--- src/rtl/paj7620_bus_sched.sv ---
// Arbitrates the PAJ7620 I2C controller between config writes (priority) and periodic gesture reads.
// Min 4 cycles per transaction; cfg_req is held until cfg_ack, polls collapse to one pending request.
module paj7620_bus_sched #(
   parameter int unsigned POLL_PERIOD = 1000,
   parameter int unsigned HOLD_CYCLES = 1000,
   parameter int unsigned TIMEOUT     = 4095,
   parameter logic [23:0] POLL_CMD    = 24'h00_43_00
) (
   input  logic        sys_clk,
   input  logic        sys_rst,
   input  logic        cfg_req,
   input  logic [23:0] cfg_data,
   input  logic        cfg_last,
   output logic        cfg_ack,
   output logic        i2c_start,
   output logic [23:0] i2c_cmd,
   output logic        i2c_rd,
   input  logic        i2c_end,
   input  logic [7:0]  i2c_rdata,
   output logic        init_done,
   output logic [3:0]  gesture,
   output logic        gesture_vld,
   output logic        bus_err
);

   typedef enum logic [1:0] {IDLE, ISSUE, WAIT, FINISH} state_t;

   localparam logic [19:0] POLL_TC = 20'(POLL_PERIOD - 1);
   localparam logic [25:0] HOLD_TC = 26'(HOLD_CYCLES - 1);
   localparam logic [11:0] TMO_TC  = 12'(TIMEOUT - 1);

   state_t      state_q, state_d;
   logic        owner_q, owner_d;        // 1 = poller owns the bus
   logic        last_q, last_d;
   logic [23:0] cmd_q, cmd_d;
   logic        rd_q, rd_d;
   logic [3:0]  rdata_q, rdata_d;
   logic [11:0] tmo_q, tmo_d;
   logic        init_q, init_d;
   logic        err_q, err_d;
   logic [19:0] poll_cnt_q, poll_cnt_d;
   logic        pend_q, pend_d;
   logic [3:0]  gest_q, gest_d;
   logic        gvld_q, gvld_d;
   logic [25:0] hold_q, hold_d;

   logic        poll_tick;
   logic        onehot;
   logic        load;
   logic        unused_rdata_hi;

   assign unused_rdata_hi = ^i2c_rdata[7:4];

   always_comb begin
      state_d    = state_q;
      owner_d    = owner_q;
      last_d     = last_q;
      cmd_d      = cmd_q;
      rd_d       = rd_q;
      rdata_d    = rdata_q;
      tmo_d      = tmo_q;
      init_d     = init_q;
      err_d      = err_q;
      poll_cnt_d = poll_cnt_q;
      pend_d     = pend_q;
      gest_d     = gest_q;
      gvld_d     = 1'b0;
      hold_d     = hold_q;
      poll_tick  = 1'b0;

      if (init_q) begin
         if (poll_cnt_q == POLL_TC) begin
            poll_cnt_d = '0;
            poll_tick  = 1'b1;
         end else begin
            poll_cnt_d = poll_cnt_q + 20'd1;
         end
      end

      case (state_q)
         IDLE: begin
            if (cfg_req) begin
               owner_d = 1'b0;
               cmd_d   = cfg_data;
               rd_d    = 1'b0;
               last_d  = cfg_last;
               state_d = ISSUE;
            end else if (pend_q) begin
               owner_d = 1'b1;
               cmd_d   = POLL_CMD;
               rd_d    = 1'b1;
               last_d  = 1'b0;
               pend_d  = 1'b0;
               state_d = ISSUE;
            end
         end
         ISSUE: begin
            tmo_d   = '0;
            state_d = WAIT;
         end
         WAIT: begin
            if (i2c_end) begin
               rdata_d = i2c_rdata[3:0];
               state_d = FINISH;
            end else if (tmo_q == TMO_TC) begin
               err_d   = 1'b1;
               state_d = IDLE;
            end else begin
               tmo_d = tmo_q + 12'd1;
            end
         end
         FINISH: begin
            if (!owner_q && last_q) init_d = 1'b1;
            state_d = IDLE;
         end
         default: state_d = IDLE;
      endcase

      // a tick landing on a grant cycle starts a fresh request
      if (poll_tick) pend_d = 1'b1;

      onehot = (rdata_q != 4'd0) && ((rdata_q & (rdata_q - 4'd1)) == 4'd0);
      load   = (state_q == FINISH) && owner_q && onehot;

      if (load) begin
         gest_d = rdata_q;
         gvld_d = 1'b1;
         hold_d = '0;
      end else if (gest_q != 4'd0) begin
         if (hold_q == HOLD_TC) begin
            gest_d = 4'd0;
            hold_d = '0;
         end else begin
            hold_d = hold_q + 26'd1;
         end
      end
   end

   always_ff @(posedge sys_clk or posedge sys_rst) begin
      if (sys_rst) begin
         state_q    <= IDLE;
         owner_q    <= 1'b0;
         last_q     <= 1'b0;
         cmd_q      <= '0;
         rd_q       <= 1'b0;
         rdata_q    <= '0;
         tmo_q      <= '0;
         init_q     <= 1'b0;
         err_q      <= 1'b0;
         poll_cnt_q <= '0;
         pend_q     <= 1'b0;
         gest_q     <= '0;
         gvld_q     <= 1'b0;
         hold_q     <= '0;
      end else begin
         state_q    <= state_d;
         owner_q    <= owner_d;
         last_q     <= last_d;
         cmd_q      <= cmd_d;
         rd_q       <= rd_d;
         rdata_q    <= rdata_d;
         tmo_q      <= tmo_d;
         init_q     <= init_d;
         err_q      <= err_d;
         poll_cnt_q <= poll_cnt_d;
         pend_q     <= pend_d;
         gest_q     <= gest_d;
         gvld_q     <= gvld_d;
         hold_q     <= hold_d;
      end
   end

   assign i2c_start   = (state_q == ISSUE);
   assign cfg_ack     = (state_q == FINISH) && !owner_q;
   assign i2c_cmd     = cmd_q;
   assign i2c_rd      = rd_q;
   assign init_done   = init_q;
   assign gesture     = gest_q;
   assign gesture_vld = gvld_q;
   assign bus_err     = err_q;

endmodule

--- config.mk ---
export PLATFORM = sky130hd
export DESIGN_NAME = paj7620_bus_sched
export DESIGN_NICKNAME = d
export VERILOG_FILES = /design/src/rtl/paj7620_bus_sched.sv
export SDC_FILE = /design/constraint.sdc
export NUM_CORES = 1
export LEC_CHECK = 0
export ABC_AREA = 1
export BUFFER_PORTS_ARGS = -buffer_cell sky130_fd_sc_hd__clkbuf_2
export CAP_MARGIN = 5
export CELL_PAD_IN_SITES_DETAIL_PLACEMENT = 0
export CELL_PAD_IN_SITES_GLOBAL_PLACEMENT = 1
export CORE_MARGIN = 2
export CORE_UTILIZATION = 24
export DETAILED_ROUTE_END_ITERATION = 6
export PLACE_DENSITY = 0.6
export SYNTH_ARGS = -nofsm -noshare
export SYNTH_HDL_FRONTEND = slang
export SYNTH_SLANG_ARGS = --single-unit
--- constraint.sdc ---
create_clock -name sys_clk -period 2.5 [get_ports sys_clk]
set_input_delay 0 -clock sys_clk [delete_from_list [all_inputs] [get_ports sys_clk]]
set_output_delay 0 -clock sys_clk [all_outputs]
set_load 0.02 [all_outputs]
==> flow_metrics.tcl <==
set metrics [dict create \
    wl_per_cell_microns 13.1 \
    final_nets 914 \
    core_area_sq_um 22700 \
    drtAntennaViolNets 0 \
    mostFrequentLayoutCells "nand2_1 (246), dfrtp_1 (98), nor2_1 (95)" \
    die_x_microns 156 \
    cap_viol_max_count 0 \
    rsz0062_at_grt "no" \
    worstPathBufferInverterCount 2 \
    clkTransAtPathRegs_ps 80 \
    num_rows 55 \
    startpoint_type "register" \
    synthCells 770 \
    p_leak_nw 3.29 \
    skew_ps 9.53 \
    die_h_microns 156 \
    area_growth_pct 22.9 \
    cts_root_buf "clkbuf_16" \
    syn_area_sq_um 5560 \
    critPathMaxStageDelay_ps 650 \
    fin_crit_ps 2070 \
    slew_headroom_pct 47.9 \
    boundaryPins 71 \
    cts_tree "built" \
    yosys.area.top_type "dfrtp_1" \
    dp_cells 1111 \
    status "complete, no violations" \
    ys_seq_area_share_pct 44.1 \
    cts_buffers 9 \
    drc 0 \
    setup_tns_ps 0 \
    min_path_type "in2reg" \
    synth_top_area_share_pct 44.1 \
    power_switching_mw 2.50 \
    drive_gt1_share_pct 13.3 \
    path_max_fanout 20 \
    cts_sinks 98 \
    critPathTopFamily "compound AO/OA/AOI/OAI gates" \
    antenna_cells 0 \
    drv_slew 0 \
    pwr_density_cell_nw_per_um2 854 \
    place_hpwl_microns 10900 \
    intPower_mw 3.34 \
    critPathCaptureType "register" \
    timing.fmax_mhz 484 \
    first_pass_iters 4 \
    async_reset_ff_share_pct 100 \
    grt_pass1_vias 5119 \
    ys_ff_latch 98 \
    synthesis.nets 816 \
    start_util_pct 24.5 \
    clkPwrFrac_pct 23.9 \
    fillerInstances 2503 \
    synthTopCellsByArea "dfrtp_1 (44%), nand2_1 (17%), nand3_1 (8.2%), nor2_1 (6.4%), inv_1 (5.1%)" \
    die-area_sq_um 24400 \
    port_buffers 66 \
    drt_iter0_drc 217 \
    arrival_ps 2320 \
    gp_congestion 0.784 \
    cts_max_level 3 \
    routed_wl_microns 15200 \
    finalSetupViolCount 0 \
    grt_remaining_overflow 0 \
    worstPathRequired_ps 2750 \
    antenna_found_initial 0 \
    pwr-share-seq_pct 38.6 \
    crit_slowest_cell "o21ai_2" \
    final_common_cell "nand2_1" \
    critical_path_class "reg2reg" \
    grt_pass1_wl_microns 25900 \
    cts_resized 0 \
    fin_cells 1158 \
    synth_edf_count 0 \
    track_usage_pct 13.1 \
    cts_setup_buffers 0 \
    synth.avg_cell_area_sq_um 7.22 \
    cts_buffer_depth 2 \
    path_cells "inv_1 > ha_1 > nand2_1 > nor2_1 > nand4_2 > o21ai_2 > inv_2 > nand2_1 > nand2_1" \
    swShare_pct 42.8 \
    yosys_warnings 0 \
    hold_viol 0 \
    hold_buffers 31 \
    vdd_drop_max_mv 0.417 \
    vias 5118 \
    grt_max_degree 99 \
    comb_power_share_pct 37.4 \
    ys.flop_type "dfrtp_1" \
    post_drt_via_cell_ratio 4.42 \
    clk_latency_ps 360 \
    finalCritPeriodShare_pct 82.6 \
    worstMarginPinSlew_ps 781 \
    yosysUniqueCellTypes 31 \
    crit_path_frequent_cell "nand2_1" \
]
## Yosys cell counts, types with 2 or more instances
cell,number
inv_2,7
nand3_1,91
nor2_4,5
inv_1,75
xor2_1,15
o21ai_1,17
nor3_1,5
a21oi_1,5
nor2_1,95
nor2_2,5
ha_1,9
clkinv_1,5
buf_4,3
clkbuf_1,10
xnor2_1,5
o21bai_1,4
o21ai_0,19
dfrtp_1,98
nand4_1,35
nand2_1,246
nand2_2,2
buf_2,5
## power groups by stage
| stage | clock network [mW] | logic [mW] | registers (mW) |
|---|---|---|---|
| 2_1_floorplan | 0 | 1.33 | 2.45 |
| 3_3_place_gp | 0 | 2.19 | 2.28 |
| 3_5_place_dp | 0 | 2.19 | 2.28 |
| 4_1_cts | 1.46 | 2.24 | 2.26 |
| 5_1_grt | 1.51 | 2.49 | 2.31 |
| 6_report | 1.40 | 2.18 | 2.25 |
## cells by family (layout without fill, tap and decap cells)
logic type / Yosys count / after routing / synth area share, %
adder cells (fa/ha/maj): 9 / 9 / 2.02
XOR/XNOR: 20 / 20 / 3.15
AND/OR/NAND/NOR: 489 / 489 / 38.3
buffers and inverters: 106 / 209 / 7.60
AO/OA/AOI/OAI: 48 / 48 / 4.84
flip-flops: 98 / 98 / 44.1
## worst register-to-register path, delay by kind of cell, from the launching register on
kind,cells,cell delay [ps]
buffers and inverters,2,270
AOI/OAI and AO/OA,1,650
DFF,1,430
and+or+nand+nor,5,460
adders and majority gates,1,170
## state kept, by name, indices dropped and copies added (netlist names)
signal / cells
bus_err: 1
gesture: 4
gesture_vld: 1
hold_q: 26
i2c_cmd: 24
i2c_rd: 1
init_done: 1
last_q: 1
pend_q: 1
poll_cnt_q: 20
rdata_q: 4
state_q: 2
tmo_q: 12
## path summary, 6_finish.rpt
kind | startpoint | slack, ps | to | depth (start not counted)
min in group asynchronous | sys_rst | 280 | hold_q[23] | 4
min reg2reg | last_q | 480 | init_done | 2
max in group asynchronous | sys_rst | 1690 | hold_q[0] | 4
min | cfg_req | 230 | i2c_cmd[22] | 3
max reg2reg | tmo_q[0] | 430 | tmo_q[5] | 9
max | tmo_q[0] | 430 | tmo_q[5] | 9
## cell type report
type / instances / area [sq um] / share of cell area (%)
clock buffers: 10 / 229 / 3.35
multi-input cells: 566 / 2690 / 39.3
well taps: 285 / 357 / 5.22
flip-flops and latches: 98 / 2450 / 35.9
inverters: 87 / 330 / 4.83
clock inverters: 6 / 58.8 / 0.860
repair buffers: 106 / 721 / 10.5
## layer usage
layer	wire, microns	share of wire, %	vias up	global-route usage, %
met4	136	0.90	0	3.45
met3	653	4.3	12	3.02
met1	7520	50	2352	18.2
met2	6860	45	97	20.5
met5	0	0	-	0
li1	-	-	2657	-
## stage by stage
stage	instance area [sq um]	hold slack [ps]	util [%]	setup WS [ps]	total power, mW
after global routing	6840	264	30.1	211	6.32
after floorplan	5570	121	-	980	3.78
final	6840	234	30.1	434	5.84
after global placement	6240	204	27.5	412	4.47
after detailed placement	6240	202	27.5	413	4.48
after CTS	6840	214	30.1	392	5.95
(Power assumes the default switching activity.)
